**src/rtl/writeback_arbiter.sv**
```systemverilog
// writeback_arbiter
//
// Write-back stage. It merges the ALU, LSU, MUL and DIV execution pipes onto
// the single register-file write port (wr_en / wr_rd / wr_data).
//
// The dispatcher schedules the fixed-latency pipes (ALU, LSU, MUL) so that
// they never collide. They always win the port, in priority MUL > LSU > ALU.
// The serial divider hands its result to a one-entry holding buffer. The
// buffer is written out in the first cycle in which no fixed pipe is writing.
//
// A starvation counter tracks how long a buffered DIV result has waited.
// Once the wait reaches STARVE_LIMIT cycles, wb_hold asks the core to stop
// dispatching so the buffer can drain.
//
// Build option:
//   WB_COLLISION_CHECK_EN - when defined, simultaneous fixed-pipe results set
//                           the sticky collision_err flag. When undefined,
//                           collision_err is tied low. Result selection is
//                           identical in both builds.

module writeback_arbiter #(
    parameter int NUM_REGS     = 32,
    parameter int STARVE_LIMIT = 4,
    parameter int REG_AW       = $clog2(NUM_REGS)
) (
    input  logic              clk,
    input  logic              rst,
    input  logic              flush_div,

    input  logic              alu_valid,
    input  logic [REG_AW-1:0] alu_rd,
    input  logic [31:0]       alu_data,

    input  logic              lsu_valid,
    input  logic [REG_AW-1:0] lsu_rd,
    input  logic [31:0]       lsu_data,

    input  logic              mul_valid,
    input  logic [REG_AW-1:0] mul_rd,
    input  logic [31:0]       mul_data,

    input  logic              div_valid,
    output logic              div_ready,
    input  logic [REG_AW-1:0] div_rd,
    input  logic [31:0]       div_data,

    output logic              wr_en,
    output logic [REG_AW-1:0] wr_rd,
    output logic [31:0]       wr_data,
    output logic              div_done,
    output logic              wb_hold,
    output logic              collision_err
);

    // Counter wide enough to hold STARVE_LIMIT itself (saturating value).
    localparam int CW = $clog2(STARVE_LIMIT + 1);
    localparam logic [CW-1:0] LIMIT = CW'(STARVE_LIMIT);

    // ------------------------------------------------------------------
    // State
    // ------------------------------------------------------------------
    logic              buf_valid;
    logic [REG_AW-1:0] buf_rd;
    logic [31:0]       buf_data;
    logic [CW-1:0]     starve_cnt;

    // Fixed-pipe selection result
    logic              fix_valid;
    logic [REG_AW-1:0] fix_rd;
    logic [31:0]       fix_data;

    logic              div_accept;
    logic              drain;

    // The divider can hand over only while the buffer is empty. div_ready
    // comes straight from the flop, so a drain never frees the slot for a
    // refill in the same cycle.
    assign div_ready = ~buf_valid;

    // A flush takes priority over accepting a new DIV result.
    assign div_accept = div_valid && div_ready && !flush_div;

    // The buffer drains only into a slot no fixed pipe is using, and a flush
    // cancels the drain.
    assign drain = buf_valid && !fix_valid && !flush_div;

    // Fixed-pipe priority mux: MUL over LSU over ALU; losers are dropped.
    always_comb begin
        // NOTE: every output of a combinational block gets a default first, so no path leaves it unassigned and no latch is inferred.
        fix_valid = 1'b0;
        fix_rd    = '0;
        fix_data  = '0;
        if (mul_valid) begin
            fix_valid = 1'b1;
            fix_rd    = mul_rd;
            fix_data  = mul_data;
        end else if (lsu_valid) begin
            fix_valid = 1'b1;
            fix_rd    = lsu_rd;
            fix_data  = lsu_data;
        end else if (alu_valid) begin
            fix_valid = 1'b1;
            fix_rd    = alu_rd;
            fix_data  = alu_data;
        end
    end

    // DIV holding buffer: fill on handshake, empty on drain, flush or reset.
    always_ff @(posedge clk) begin
        // NOTE: sequential state uses non-blocking assignments, so every flop samples pre-edge values regardless of statement order.
        if (rst) begin
            buf_valid <= 1'b0;
        end else if (flush_div || drain) begin
            buf_valid <= 1'b0;
        end else if (div_accept) begin
            buf_valid <= 1'b1;
        end
    end

    // Buffer payload loads on accept; it needs no reset because buf_valid qualifies it.
    always_ff @(posedge clk) begin
        // NOTE: datapath storage guarded by a valid bit is deliberately left unreset.
        if (div_accept) begin
            buf_rd   <= div_rd;
            buf_data <= div_data;
        end
    end

    // Starvation counter: count cycles the buffered result is kept waiting.
    always_ff @(posedge clk) begin
        if (rst || flush_div || drain || !buf_valid) begin
            starve_cnt <= '0;
        end else if (starve_cnt != LIMIT) begin
            starve_cnt <= starve_cnt + 1'b1;
        end
    end

    // Registered dispatch-hold request, raised once the counter has saturated.
    always_ff @(posedge clk) begin
        if (rst || flush_div || drain) begin
            wb_hold <= 1'b0;
        end else begin
            wb_hold <= (starve_cnt == LIMIT);
        end
    end

    // Write-port register: a fixed pipe wins, otherwise drain the DIV buffer.
    // x0 is never written, but the address and data still update.
    always_ff @(posedge clk) begin
        if (rst) begin
            wr_en    <= 1'b0;
            wr_rd    <= '0;
            wr_data  <= '0;
            div_done <= 1'b0;
        end else if (fix_valid) begin
            wr_en    <= (fix_rd != '0);
            wr_rd    <= fix_rd;
            wr_data  <= fix_data;
            div_done <= 1'b0;
        end else if (drain) begin
            wr_en    <= (buf_rd != '0);
            wr_rd    <= buf_rd;
            wr_data  <= buf_data;
            div_done <= 1'b1;
        end else begin
            wr_en    <= 1'b0;
            div_done <= 1'b0;
        end
    end

`ifdef WB_COLLISION_CHECK_EN
    logic multi_fix;

    // True whenever at least two fixed pipes present a result together.
    assign multi_fix = (alu_valid && lsu_valid) ||
                       (alu_valid && mul_valid) ||
                       (lsu_valid && mul_valid);

    // Sticky collision flag; only reset clears it.
    always_ff @(posedge clk) begin
        if (rst) begin
            collision_err <= 1'b0;
        end else if (multi_fix) begin
            collision_err <= 1'b1;
        end
    end
`else
    assign collision_err = 1'b0;
`endif

endmodule

```
**config.mk**
```make
export PLATFORM = sky130hd
export DESIGN_NAME = writeback_arbiter
export DESIGN_NICKNAME = d
export VERILOG_FILES = /design/src/rtl/writeback_arbiter.sv
export SDC_FILE = /design/constraint.sdc
export NUM_CORES = 1
export LEC_CHECK = 0
export CORE_MARGIN = 1
export CORE_UTILIZATION = 37
export CTS_CLUSTER_DIAMETER = 150
export CTS_CLUSTER_SIZE = 25
export DETAILED_ROUTE_END_ITERATION = 8
export PLACE_DENSITY = 0.77
export SETUP_SLACK_MARGIN = 0.4
export SYNTH_ARGS = -nofsm -noshare
export SYNTH_HDL_FRONTEND = slang
export SYNTH_SLANG_ARGS = --single-unit
```
**constraint.sdc**
```tcl
create_clock -name clk -period 3.6 [get_ports clk]
set_clock_uncertainty 0.15 [all_clocks]
set_input_delay 0.54 -clock clk [delete_from_list [all_inputs] [get_ports clk]]
set_output_delay 0.54 -clock clk [all_outputs]
set_load 0.005 [all_outputs]
```
# ---- Word-level counts from Yosys, hierarchy flattened
# Index checks and enable logic that the tools add are counted.
dict set report totals {
  reg_bits 81
  word_cells 45
}
dict set report op_classes {
  add_sub_neg 1
  n_eq_ne 2
  n_mux 16
  n_bitwise 1
  reduce_logical 16
}
# op n
set ops {}
lappend ops {{2-to-1 mux 32 bit} 5}
lappend ops {{2-to-1 mux 5 bit} 5}
lappend ops {{nonzero test 5 bit} 2}
lappend ops {{2-to-1 mux 1 bit} 6}
lappend ops {{logical AND 1 bit} 4}
lappend ops {{logical OR 1 bit} 4}
lappend ops {{OR reduction 2 bit} 2}
lappend ops {{adder 3 x 1 -> 3 bit, second input constant} 1}
lappend ops {{== test 3 bit, second input constant} 1}
lappend ops {{zero test 1 bit} 3}
lappend ops {{inequality test 3 bit, second input constant} 1}
lappend ops {{nonzero test 2 bit} 1}
lappend ops {{inverter 1 bit} 1}

# ---- Logic depth before layout (Yosys ltp)
# Gate-level depths: netlist of run 1.
dict set report depth {
  ltp_word 8
  depth_mapped 7
  depth_no_buf 5
}

# ---- Least setup slack after synthesis of run 1
# No wires, ideal clock.
dict set report synth_timing {
  path_type {in2reg}
  startpoint {input port flush_div}
  endpoint {register buf_data[0] (enable)}
  t_arrival_ns 3.273
  required_time_ns 2.965
  setup_slack_ns -0.308
  stages 1
  path_buffers 0
  cell_sequence {nor3b_1}
}
dict set report synth_between {
  elab_chain_cells 2
}
# item line
set synth_rtl {}
lappend synth_rtl {{start: declaration} 28} ;# input logic flush_div,
lappend synth_rtl {{zero test 1 bit} 81} ;# assign div_accept = div_valid && div_ready && !flush_div;
lappend synth_rtl {{logical AND 1 bit} 81}
lappend synth_rtl {{end signal: assignment} 125} ;# buf_data <= div_data;
lappend synth_rtl {{end: declaration} 64} ;# logic [31:0] buf_data;
# No other way between the ends.
# A chain may end at the register's enable or synchronous reset.

# ---- Worst setup path in the final report of run 1
dict set report layout_timing {
  startpoint {input port alu_valid}
  endpoint {register wr_data[15]}
}
dict set report layout_between {
  elab_chain_cells 7
}
# item line
set layout_rtl {}
lappend layout_rtl {{start: declaration} 30} ;# input logic alu_valid,
lappend layout_rtl {{2-to-1 mux 1 bit} 101} ;# end else if (alu_valid) begin
lappend layout_rtl {{2-to-1 mux 1 bit} 97} ;# end else if (lsu_valid) begin
lappend layout_rtl {{2-to-1 mux 1 bit} 93} ;# if (mul_valid) begin
lappend layout_rtl {{zero test 1 bit} 85} ;# assign drain = buf_valid && !fix_valid && !flush_div;
lappend layout_rtl {{logical AND 1 bit (2 in a row)} 85}
lappend layout_rtl {{nonzero test 2 bit (no source line)} --}
lappend layout_rtl {{end signal: assignment} 158} ;# wr_data <= fix_data;
lappend layout_rtl {{end signal: assignment} 163} ;# wr_data <= buf_data;
lappend layout_rtl {{end: declaration} 49} ;# output logic [31:0] wr_data,
# Several ways; a longest one is shown, not always the timed one.

==> results of run 1 <==
-- cell usage in the layout (no fill, tap or decap), types with 2 or more instances in the layout --
cell type        count
clkinvlp_4           3
clkdlybuf4s50_1    192
nor3_1               3
nand2_1             38
clkbuf_1             2
ha_1                 2
a2111oi_0            2
a2bb2oi_1            4
inv_1                6
o211a_1             31
a22oi_2             30
mux2_2               4
nand3_1              2
clkbuf_8             9
dfxtp_1             44
buf_4                8
edfxtp_1            37
a21oi_1             10
buf_2                3
nand3b_1             4
nor2_1              40
o21ai_0             32
nor3_2              30
-- worst min-delay path: stages, from the launching register on --
cell and delay, ps:
dfxtp_1 320, nand3_1 60, a21oi_1 60
-- through the flow --
step / hold slack, ps / setup WS, ps / util / power [mW]
floorplan: 309.3 / 1003 / - / 1.256
global placement: 303.0 / 960.1 / 0.5736 / 1.523
detailed placement: 333.6 / 896.7 / 0.5736 / 1.532
CTS: 343.1 / 1259 / 0.5916 / 2.176
global route: 368.1 / 1164 / 0.5916 / 2.249
finish: 334.4 / 1241 / 0.5916 / 2.150
-- power by group through the flow --
stage               combinational [mW]  sequential [mW]  clock (mW)
finish                           0.468             1.04       0.642
global route                     0.503             1.05       0.700
CTS                              0.473             1.04       0.663
detailed placement               0.471             1.06           0
global placement                 0.463             1.06           0
floorplan                        0.196             1.06           0
-- metal layers --
metal | routed length, um | vias to the layer above
met5 | 11 | -
met4 | 363 | 2
met3 | 805 | 30
met2 | 5919 | 151
met1 | 4823 | 1666
li1 | - | 1724
-- worst paths after layout --
path | cells after the start | start | endpoint | slack [ps]
setup / recovery | 6 | alu_valid | wr_data[15]$_SDFFE_PP0P_ | 1240
hold / removal | 2 | wr_data[31]$_SDFFE_PP0P_ | wr_data[31]$_SDFFE_PP0P_ | 330
setup reg to reg | 4 | buf_valid$_SDFFE_PP0P_ | wr_rd[1]$_SDFFE_PP0P_ | 1780
hold reg to reg | 2 | wr_data[31]$_SDFFE_PP0P_ | wr_data[31]$_SDFFE_PP0P_ | 330
-- final cells by class --
class	instances	area, um2
multi-input cells	250	1827
flip-flops and latches	81	1992
well taps	136	170.2
inverters	6	22.52
fillers	893	4292
repair buffers	204	2017
clock buffers	11	131.4
clock inverters	5	57.56
-- logic make-up (layout without fill, tap and decap cells) --
group | Yosys count | count (layout) | synth area share
AO/OA/AOI/OAI | 116 | 116 | 0.2473
XOR/XNOR | 1 | 1 | 0.002151
adder cells (fa/ha/maj) | 2 | 2 | 0.006143
buffers and inverters | 41 | 226 | 0.06513
flip-flops | 81 | 81 | 0.4891
multiplexers | 4 | 4 | 0.01106
other | 1 | 1 | 0.0009208
AND/OR/NAND/NOR | 126 | 126 | 0.1782
-- sequential cells by signal (all words and copies together), names as in the netlist --
name / cells
buf_data: 32
div_done: 1
wb_hold: 1
starve_cnt: 3
buf_valid: 1
wr_data: 32
wr_rd: 5
wr_en: 1
buf_rd: 5
==> reports/results.txt, run 1 <==
Status = completed
Post-CTS resize count = 0
EDFF count, synth = 37
Post-DR vias/cell = 5.156
Met1 Resource Use GR = 0.2332
Die Width = 106.9 um
Drt wl/cell = 17.20 um
Switching part of the total = 0.2430
Clk buf depth = 2
Drt drc = 0
Port-buffer cells = 195
Min-Delay Path Class = reg2reg
Syn Nets = 529
PD cells = 345.8 mW/mm2
Most frequent cells after synthesis = dfxtp_1 (44), nor2_1 (40), nand2_1 (38)
Diode count = 0
#FFs+latches synth = 81
Fin area = 0.006217 mm2
Pre-antenna DRT Iters = 4
Share of cells above drive strength 1 = 0.1688
Post-synthesis sequential area ratio = 0.4891
Switching component of the power = 0.5224 mW
Pleak = 2.287 nW
Clock sinks = 81
DR iter-0 viols = 126
Fin crit share = 0.6553
Max H-tree Level = 3
Predominant post-synthesis flop cell = dfxtp_1
Gr busiest metal = met2
Logic pwr share = 0.218
GR Util met2 = 0.3774
Worst Path Buf+Inv = 2
Top post-synthesis cells by area = edfxtp_1 (27%), dfxtp_1 (22%), a22oi_2 (9.2%)
CTS tree = done
Count leader, synth = dfxtp_1
Slowest stage cell, crit path = clkdlybuf4s50_1
CP cell instances = clkdlybuf4s50_1, nor2b_4, buf_12, a22oi_2, o211a_1, nor3_2
RSZ-0062 raised after global routing = no
Post-Syn Area = 0.004073 mm2
P&R area growth vs syn = 52.66%
TNS Setup = 0 ps
Post-CTS Setup Bufs = 0
Placed cell areas = 0.006028 mm2
Max Slew Vio Count = 0
Final WL = 11920 um
Initial antenna violation count = 1
CP Launch Type = input pin
Pin count of the biggest net entering global routing = 71
Via count = 3573
Yosys warning total = 0
FMAX = 0.4239 GHz
All-Layer GR Usage = 0.2097
Slowest stage delay, CP = 620 ps
DIE AREA = 0.01143 mm2
Critical Path Sink Type = register
CP Class = in2reg
# IOs = 197
Core Region = 0.01051 mm2
Clock transition at the registers of the reported paths = 80 ps
Clk root buf = clkbuf_8
Post-DP HPWL = 8488 um
Vias in the first global route = 3769
Unique masters post-synth = 40
Layout Cells excl Fill = 693
Max_slew headroom = 0.4974
Fin crit period = 2359 ps
Ys async rst share = 0
Synth Instances = 372
M3 GR Usage = 0.04863
Seq pwr share = 0.484
WP data arrival = 2470 ps
Final nets = 709
Clock power frac = 0.299
Inserted Clock Buffers = 9
Internal = 1.627 mW
CP top delay family = buffers and inverters
Top-area cell type share of the netlist area = 0.2728
Die height = 106.9 um
Initial Util = 0.3875
Req. time, crit path = 3710 ps
Final Hold Viols = 0
Cell taking the most area after synthesis = edfxtp_1
Maxcap violations = 0
DRT antenna net count = 0
Synth Area per Inst = 10.95 um2
VDD IR max = 160.7 uV
Hold buffer count at CTS = 0
Rows = 37
GRT overflow = 0
Final Setup Violations = 0
Global-route wire length before repair = 18520 um
Skew-Pair Late Insertion Delay = 340 ps
Worst-path fanout max = 19
Actual transition at the worst max-transition pin = 754.0 ps
GP Congestion = 0.7633
Cells after DPL = 677
(Power assumes the default switching activity.)
==> run 2: changes to the inputs <==
- CORE_UTILIZATION: 37 -> 41
- PLACE_DENSITY: 0.77 -> 0.81
- clock period: 3.6 -> 2.47 ns (I/O delays scaled with it)
==> run 2 against run 1 <==
  * Power up 51%
  * Non-clock buffer count up 4
  * Sequential share of layout area decreased by 0.36 points
  * Cell area is 1.1% higher
  * Sequential cell count did not move
  * Utilization rose by 5.8 points
  * Die area is 9.6% lower
  * Final cell count did not move
  * Via count is 0.70% higher
  * Sequential power is 46% higher
  * Setup slack got worse by 620 ps
  * Global-route usage up 2.4 points
  * Critical endpoint is now wr_data[0]$_SDFFE_PP0P_
  * Largest power group unchanged
==> reports/results.txt, run 2 (synthesis gave the netlist of run 1 again) <==
Post-CTS Setup Bufs = 0
Critical Path Sink Type = register
CP Launch Type = input pin
Maxcap violations = 0
Status = completed
Most common cell after layout, fill and taps aside = clkdlybuf4s50_1
GP Congestion = 0.8260
Clock transition at the registers of the reported paths = 80 ps
Post-DP HPWL = 8795 um
Hold buffer count at CTS = 0
Final nets = 713
Clock power frac = 0.320
Drt drc = 0
Commonest cells after routing, fill and taps aside = clkdlybuf4s50_1 (192), dfxtp_1 (44), nor2_1 (40)
Vias in the first global route = 3716
Initial antenna violation count = 0
Share of cells above drive strength 1 = 0.1750
Final WL = 11900 um
Switching component of the power = 0.7667 mW
DIE AREA = 0.01034 mm2
Placed cell areas = 0.006080 mm2
Die height = 101.7 um
Max H-tree Level = 3
Pleak = 2.331 nW
All-Layer GR Usage = 0.2334
Worst-path fanout max = 22
Drt wl/cell = 17.18 um
Port-buffer cells = 195
GRT overflow = 0
Via count = 3598
Pre-antenna DRT Iters = 4
Post-CTS resize count = 0
Final Setup Violations = 0
CP cell instances = clkdlybuf4s50_1, nor2b_4, buf_12, a22oi_1, o211a_1, nor3_1
Fin crit share = 0.7502
Fin crit period = 1853 ps
Actual transition at the worst max-transition pin = 593.2 ps
P&R area growth vs syn = 54.41%
Largest registers = buf_data: 32 flops, wr_data: 32 flops
DR iter-0 viols = 110
Switching part of the total = 0.2363
Logic pwr share = 0.213
Pin count of the biggest net entering global routing = 45
VDD IR max = 320.1 uV
Clk root buf = clkbuf_8
CP Class = in2reg
Min-Delay Path Class = reg2reg
CTS tree = done
DRT antenna net count = 0
Inserted Clock Buffers = 9
Skew-Pair Late Insertion Delay = 340 ps
Global-route wire length before repair = 18380 um
Slowest stage cell, crit path = clkdlybuf4s50_1
Slowest stage delay, CP = 650 ps
Seq pwr share = 0.467
Rows = 36
FMAX = 0.5397 GHz
Clk buf depth = 2
# IOs = 197
Clock sinks = 81
Diode count = 0
# fillers = 782
Core Region = 0.009684 mm2
R2R depth = 5
Initial Util = 0.4205
Fin area = 0.006289 mm2
Max_slew headroom = 0.6045
Die Width = 101.7 um
Max Slew Vio Count = 0
RSZ-0062 raised after global routing = no
Final Util = 0.6494
TNS Setup = 0 ps
Internal = 2.478 mW
Req. time, crit path = 2580 ps
PD cells = 515.9 mW/mm2
Hold path cells = 2
Final Hold Viols = 0
Post-DR vias/cell = 5.192
WP data arrival = 1960 ps
-- run 2: changes by cell type in the layout (fill, tap and decap cells not counted) --
cell,delta
clkbuf_1,-1
buf_4,+2
clkinvlp_4,-2
buf_12,+2
bufinv_16,+1
clkinv_4,+1
-- run 2: path summary, 6_finish.rpt --
kind | endpoint | slack [ps] | from
worst max-delay path | wr_data[0]$_SDFFE_PP0P_ | 620 | alu_valid
worst min-delay path | wr_data[31]$_SDFFE_PP0P_ | 330 | wr_data[31]$_SDFFE_PP0P_
worst max register to register | wr_data[16]$_SDFFE_PP0P_ | 810 | buf_valid$_SDFFE_PP0P_
worst min register to register | wr_data[31]$_SDFFE_PP0P_ | 330 | wr_data[31]$_SDFFE_PP0P_
-- run 2: layout make-up --
type	instances	area [um2]	area share
clock buffers	10	127.6	0.02029
clock inverters	5	81.33	0.01293
inverters	6	22.52	0.003581
multi-input cells	250	1827	0.2905
flip-flops and latches	81	1992	0.3168
well taps	133	166.4	0.02646
repair buffers	208	2072	0.3295
-- run 2: critical path, delay by kind of cell --
kind                   cells  cell delay (ps)
buffers and inverters      2              850
AOI/OAI and AO/OA          2              310
and+or+nand+nor            2              410
-- run 2: layer usage --
layer | up-vias | global-route usage | wire length (um)
met5 | - | 0 | 0
met4 | 0 | 0.09142 | 231
met3 | 14 | 0.05107 | 671
met2 | 126 | 0.4314 | 6424
met1 | 1725 | 0.2591 | 4577
li1 | 1733 | - | -
-- run 2: through the flow --
step,instances,power [mW],setup WS (ps),hold WS [ps]
4_1_cts,693,3.276,594.7,329.3
5_1_grt,693,3.380,542.4,356.8
6_report,693,3.244,617.1,327.5
2_1_floorplan,372,1.831,519.0,309.3
3_3_place_gp,678,2.222,303.6,319.0
3_5_place_dp,678,2.239,246.3,318.0
-- run 2: power by group through the flow --
stage                     registers (mW)  logic (mW)  clock network [mW]
after floorplan                     1.54       0.286                   0
after detailed placement            1.55       0.694                   0
final                               1.52       0.693                1.04
after global routing                1.52       0.742                1.11
after CTS                           1.52       0.698                1.06
after global placement              1.54       0.679                   0
